<file path="src/rtl/ddr_arb_pkg.sv">
// Shared definitions for the DDR read-channel arbiter: state encoding,
// default geometry and an index-width helper.
package ddr_arb_pkg;

  typedef enum logic [1:0] {
    IDLE = 2'd0,
    ADDR = 2'd1,
    DATA = 2'd2
  } arb_state_e;

  localparam int DEF_ADDR_W = 32;
  localparam int DEF_DATA_W = 512;
  localparam int DEF_BEATS  = 8;

  // Width of an index or counter over n items; never narrower than one bit.
  function automatic int idx_w(input int n);
    return (n > 1) ? $clog2(n) : 1;
  endfunction

endpackage

</file>
<file path="src/rtl/rr_pick.sv">
// Rotating-priority encoder: returns the first set request at or above ptr,
// wrapping from N-1 back to 0.
module rr_pick
  import ddr_arb_pkg::*;
#(
  parameter int N     = 4,
  parameter int PTR_W = idx_w(N)
) (
  input  logic [N-1:0]     req_i,
  input  logic [PTR_W-1:0] ptr_i,
  output logic             any_o,
  output logic [PTR_W-1:0] idx_o
);

  localparam logic [PTR_W:0] N_EXT = (PTR_W+1)'(N);

  logic [N-1:0]   rot;
  logic [PTR_W:0] sum;
  logic [PTR_W:0] wrap;

  assign any_o = |req_i;

  // Rotate so that ptr lands on bit 0, then scan downward so the closest hit wins.
  always_comb begin
    rot   = N'({req_i, req_i} >> ptr_i);
    idx_o = {PTR_W{1'b0}};
    sum   = {(PTR_W+1){1'b0}};
    wrap  = {(PTR_W+1){1'b0}};
    for (int k = N - 1; k >= 0; k--) begin
      sum   = {1'b0, ptr_i} + (PTR_W+1)'(k);
      wrap  = (sum >= N_EXT) ? (sum - N_EXT) : sum;
      idx_o = rot[k] ? PTR_W'(wrap) : idx_o;
    end
  end

endmodule

</file>
<file path="src/rtl/ddr_rd_arbiter.sv">
// Round-robin arbiter sharing one AXI4 read channel between N_REQ requesters,
// one fixed-length burst outstanding at a time, beats routed back to the owner.
module ddr_rd_arbiter
  import ddr_arb_pkg::*;
#(
  parameter int N_REQ  = 4,
  parameter int ADDR_W = DEF_ADDR_W,
  parameter int DATA_W = DEF_DATA_W,
  parameter int BEATS  = DEF_BEATS
) (
  input  logic                    clk,
  input  logic                    rst,
  input  logic [N_REQ-1:0]        req_arvalid,
  input  logic [N_REQ*ADDR_W-1:0] req_araddr,
  output logic [N_REQ-1:0]        req_arready,
  output logic [N_REQ-1:0]        req_rvalid,
  output logic [DATA_W-1:0]       req_rdata,
  output logic                    m_arvalid,
  output logic [ADDR_W-1:0]       m_araddr,
  output logic [7:0]              m_arlen,
  input  logic                    m_arready,
  input  logic                    m_rvalid,
  input  logic [DATA_W-1:0]       m_rdata,
  output logic [2:0]              grant_id,
  output logic                    busy,
  output logic                    err_unexp
);

  localparam int PTR_W = idx_w(N_REQ);
  localparam int CNT_W = idx_w(BEATS);
  localparam logic [CNT_W-1:0] LAST_BEAT = CNT_W'(BEATS - 1);
  localparam logic [PTR_W-1:0] LAST_REQ  = PTR_W'(N_REQ - 1);
  localparam logic [7:0]       ARLEN     = 8'(BEATS - 1);
  localparam logic [N_REQ-1:0] ONE_HOT0  = {{(N_REQ-1){1'b0}}, 1'b1};

  arb_state_e          state_q;
  logic [PTR_W-1:0]    ptr_q;
  logic [CNT_W-1:0]    cnt_q;
  logic [PTR_W-1:0]    grant_q;
  logic                arvalid_q;
  logic [ADDR_W-1:0]   araddr_q;
  logic [7:0]          arlen_q;
  logic [N_REQ-1:0]    arready_q;
  logic [N_REQ-1:0]    rvalid_q;
  logic [DATA_W-1:0]   rdata_q;
  logic                busy_q;
  logic                err_q;

  logic                pick_any;
  logic [PTR_W-1:0]    pick_idx;

  rr_pick #(
    .N     (N_REQ),
    .PTR_W (PTR_W)
  ) u_pick (
    .req_i (req_arvalid),
    .ptr_i (ptr_q),
    .any_o (pick_any),
    .idx_o (pick_idx)
  );

  // Arbitration FSM; every output is a register updated here.
  always_ff @(posedge clk or negedge rst) begin
    if (!rst) begin
      state_q   <= IDLE;
      ptr_q     <= {PTR_W{1'b0}};
      cnt_q     <= {CNT_W{1'b0}};
      grant_q   <= {PTR_W{1'b0}};
      arvalid_q <= 1'b0;
      araddr_q  <= {ADDR_W{1'b0}};
      arlen_q   <= 8'd0;
      arready_q <= {N_REQ{1'b0}};
      rvalid_q  <= {N_REQ{1'b0}};
      rdata_q   <= {DATA_W{1'b0}};
      busy_q    <= 1'b0;
      err_q     <= 1'b0;
    end else begin
      arready_q <= {N_REQ{1'b0}};
      rvalid_q  <= {N_REQ{1'b0}};
      case (state_q)
        IDLE: begin
          if (m_rvalid) begin
            err_q <= 1'b1;
          end
          if (pick_any) begin
            grant_q   <= pick_idx;
            araddr_q  <= req_araddr[int'(pick_idx)*ADDR_W +: ADDR_W];
            arlen_q   <= ARLEN;
            arvalid_q <= 1'b1;
            arready_q <= ONE_HOT0 << pick_idx;
            busy_q    <= 1'b1;
            state_q   <= ADDR;
          end
        end
        ADDR: begin
          if (m_rvalid) begin
            err_q <= 1'b1;
          end
          if (arvalid_q && m_arready) begin
            arvalid_q <= 1'b0;
            cnt_q     <= {CNT_W{1'b0}};
            state_q   <= DATA;
          end
        end
        DATA: begin
          if (m_rvalid) begin
            rvalid_q[grant_q] <= 1'b1;
            rdata_q           <= m_rdata;
            if (cnt_q == LAST_BEAT) begin
              cnt_q   <= {CNT_W{1'b0}};
              busy_q  <= 1'b0;
              state_q <= IDLE;
              ptr_q   <= (grant_q == LAST_REQ) ? {PTR_W{1'b0}} : grant_q + 1'b1;
            end else begin
              cnt_q <= cnt_q + 1'b1;
            end
          end
        end
        default: begin
          arvalid_q <= 1'b0;
          busy_q    <= 1'b0;
          state_q   <= IDLE;
        end
      endcase
    end
  end

  assign req_arready = arready_q;
  assign req_rvalid  = rvalid_q;
  assign req_rdata   = rdata_q;
  assign m_arvalid   = arvalid_q;
  assign m_araddr    = araddr_q;
  assign m_arlen     = arlen_q;
  assign grant_id    = 3'(grant_q);
  assign busy        = busy_q;
  assign err_unexp   = err_q;

endmodule

</file>
<file path="config.mk">
export PLATFORM = sky130hd
export DESIGN_NAME = ddr_rd_arbiter
export DESIGN_NICKNAME = d
export VERILOG_FILES = /design/src/rtl/ddr_arb_pkg.sv /design/src/rtl/rr_pick.sv /design/src/rtl/ddr_rd_arbiter.sv
export SDC_FILE = /design/constraint.sdc
export NUM_CORES = 1
export LEC_CHECK = 0
export CELL_PAD_IN_SITES_DETAIL_PLACEMENT = 2
export CELL_PAD_IN_SITES_GLOBAL_PLACEMENT = 2
export CORE_AREA = 2 2 473 475
export CTS_BUF_LIST = sky130_fd_sc_hd__clkbuf_4 sky130_fd_sc_hd__clkbuf_8
export CTS_CLUSTER_SIZE = 12
export DETAILED_ROUTE_END_ITERATION = 6
export DIE_AREA = 0 0 475 477
export HOLD_SLACK_MARGIN = 0.1
export PLACE_DENSITY_LB_ADDON = 0.1
export SLEW_MARGIN = 20
export SYNTH_ARGS = -nofsm -noshare
export SYNTH_HDL_FRONTEND = slang
export SYNTH_SLANG_ARGS = --single-unit
</file>
<file path="constraint.sdc">
create_clock -name clk -period 1.94 [get_ports clk]
set_input_delay 0.388 -clock clk [delete_from_list [all_inputs] [get_ports clk]]
set_output_delay 0.388 -clock clk [all_outputs]
set_load 0.1 [all_outputs]
</file>
==> reports/metrics.csv <==
stage,metric,value,unit
floorplan,Die H,477,um
detailed_routing,Antenna Nets Post-Route,0,
yosys,asr flop ratio synth,100,%
timing,final setup margin,-0.0480,ns
setup_path,Setup crit start kind,flip-flop,
detailed_routing,initial DRC count,706,
placement,Post-DP Area,39900,um^2
detailed_routing,first-pass detailed-route iteration total,4,
placement,Buffers on Ports,1207,
yosys,post-synth cell types,43,
yosys,"Seq/Total Area, Yosys",62.8,%
power_and_ir_drop,Psw,0.0626,W
yosys,most common library cells after synthesis,"nand2_1 (1,544), dfrtp_1 (565), buf_2 (63)",
setup_path,"reg-to-reg slack, setup",0.05,ns
setup_path,Worst path max stage delay,0.53,ns
power_and_ir_drop,Int Pwr,0.0519,W
floorplan,Ports,1214,
setup_path,worst-path cell chain,buf_12,
clock_network,Clock Pin Slew Worst Setup and Hold Paths,0.05,ns
global_route,largest net degree at the start of global routing,67,
power_and_ir_drop,switching fraction of total power,54.6,%
yosys,most common cell in the netlist,nand2_1,
timing,final setup fails,5,
floorplan,die area,227000,um^2
clock_network,CTS buffer count,135,
power_and_ir_drop,Reg power frac,20.2,%
yosys,Yosys top cell area share,62.8,%
detailed_routing,post-detailed-route DRC marker count,0,
worst_hold_path,Hold Crit Class,in2reg,
layout,final instance area,54800,um^2
yosys,"Top FF cell, synth",dfrtp_1,
global_route,vias in the first global route,29000,
timing,RSZ-0062 raised after global routing,true,
yosys,Synth Cell Area,22500,um^2
floorplan,Starting Density,10.2,%
setup_path,CP arrival,1.60,ns
yosys,Cells after Synth,2483,
timing,clk_skew,0.0551,ns
layout,share of cells above drive strength 1,26.1,%
detailed_routing,WL per Instance,21.2,um
setup_path,critical path's slowest cell,dfrtp_2,
floorplan,die width,475,um
placement,GPL Wtd Cong,0.748,
timing,Max Fclk,0.503,GHz
detailed_routing,vias after detailed routing,25500,
clock_network,Bufs on Longest Clock Path,3,
run_status,failing checks,negative setup slack,
yosys,Synth Warn #,0,
power_and_ir_drop,leakage,25.3,nW
setup_path,CP Class,reg2out,
yosys,dominant cells by area after synthesis,"dfrtp_1 (63%), nand2_1 (26%), mux2i_1 (1.4%), buf_2 (1.4%), and3_1 (1.1%)",
job,Max-cap violations,0,
clock_network,"Clk Latency, worst-skew pair",0.90,ns
setup_path,CP required,1.55,ns
yosys,number of synthesized flops with an enable pin,0,
layout,Util after Layout,24.7,%
setup_path,CP endpoint kind,output port,
yosys,"Avg Cell Area, Syn",9.06,um^2
clock_network,CTS tree,built,
layout,Area Overhead vs Synth,144,%
setup_path,family with the most delay on the worst path,flip-flops,
timing,fin crit share,102,%
global_route,global-route wire length before repair,227000,um
power_and_ir_drop,clock share of power,12.9,%
timing,worst hold slack,0.227,ns
yosys,#FFs+latches synth,565,
power_and_ir_drop,Comb pwr share,67.0,%
clock_network,clock sink total,565,
yosys,cell taking the most area after synthesis,dfrtp_1,
setup_path,"Max FO, Critical Path",4,
floorplan,Core ar.,221000,um^2
floorplan,Rows,173,
timing,Fin Setup TNS,-0.183,ns
clock_network,root buffer cell,clkbuf_8,
power_and_ir_drop,worst-case vdd ir drop,0.883,mV
timing,max-slew violations,0,
power_and_ir_drop,total power,0.115,W
setup_path,Buf/Inv on CP,1,
global_route,GRT Residual Overflow,0,
timing,Period minus WS final,1.99,ns
detailed_routing,final WL,162000,um
run_status,status,finished with violations,
power_and_ir_drop,PD cells,2090,nW/um^2
timing,final hold vios,0,
detailed_routing,Avg Vias per Cell,3.33,
placement,Final HPWL DP,126000,um
global_route,Total Routing Usage GR,14.0,%
global_route,initial antenna violation count,53,
layout,Final nets,5215,
clock_network,htree depth,4,
## power by group through the flow
stage	clock, W	sequential (W)	combinational, W
detailed placement	0	0.0213	0.0645
floorplan	0	0.0571	0.00617
finish	0.0147	0.0231	0.0767
global placement	0	0.0212	0.0644
global route	0.0162	0.0238	0.0796
CTS	0.0158	0.0232	0.0757
## registers in the layout, indices dropped and copies added, names as in the netlist, 2 cells and up
name	flops
state_q	2
req_rdata	512
req_rvalid	4
req_arready	4
cnt_q	3
grant_q	2
ptr_q	2
m_araddr	32
## final cells by class
type / count / area (um^2)
antenna: 27 / 67.6
clock buffer: 203 / 2480
clock inverter: 18 / 158
fill: 24600 / 167000
inverter: 10 / 37.5
multi-input combinational: 1764 / 7810
sequential: 565 / 14200
tap: 2975 / 3720
timing repair buffer: 2085 / 26300
## worst paths after layout
path                                    from              to  cells past startpoint
worst max-delay path              m_arlen[0]      m_arlen[2]                      1
worst min register to register      ptr_q[0]        ptr_q[0]                      2
worst min-delay path            m_rdata[255]  req_rdata[255]                      3
worst max register to register      ptr_q[1]     m_araddr[3]                      6
max in group asynchronous                rst  req_rdata[267]                      3
min in group asynchronous                rst  req_rdata[461]                      3
## cells by family (layout without fill, tap and decap cells)
family | count (synthesis) | after routing | share of synthesized area (%)
AND/OR/NAND/NOR | 1635 | 1636 | 27.9
flip-flops | 565 | 565 | 62.8
buffers and inverters | 160 | 2316 | 3.65
AO/OA/AOI/OAI | 82 | 82 | 3.74
multiplexers | 34 | 34 | 1.52
adder cells (fa/ha/maj) | 6 | 6 | 0.334
other | 1 | 33 | 0.0167
## layout by cell type, fill, tap and decap left out, types with 36 or more instances in the layout
master,n
dfrtp_1,525
buf_12,609
clkbuf_8,153
dfrtp_2,40
dlygate4sd3_1,550
clkbuf_4,50
nor2_1,36
buf_4,274
clkdlybuf4s50_1,646
nand2_1,1542
and3_1,39
## per-stage QoR
step | worst slack (ns) | instances
2_1_floorplan | 0.123 | 2488
3_3_place_gp | -0.571 | 6659
3_5_place_dp | -0.715 | 6659
4_1_cts | -0.246 | 7494
5_1_grt | -0.211 | 7632
6_report | -0.0480 | 7647
## tightest hold or removal path, delay by kind of cell
kind                   cells  cell delay, ns
AND/OR/NAND/NOR            2            0.14
buffers and inverters      1            0.49
## what timing repair did
action | CTS | global route
pin swaps | 1 | 5
setup buffers | 64 | 123
hold endpoints to repair | 1098 | 0
hold buffers | 550 | 0
endpoints found under the setup margin | 586 | 619
gates resized for setup | 1204 | 67
cloned | 0 | 3
## metal layers
metal	routed length [um]	global-route usage [%]	part of all wire [%]	vias up
met1	61600	15.2	38	12400
met4	2830	3.18	1.7	32
met2	83400	25.1	51	900
li1	-	-	-	11900
met3	14400	5.70	8.9	222
met5	217	0	0.13	-
Note: power is estimated with default switching activity, not from simulation.
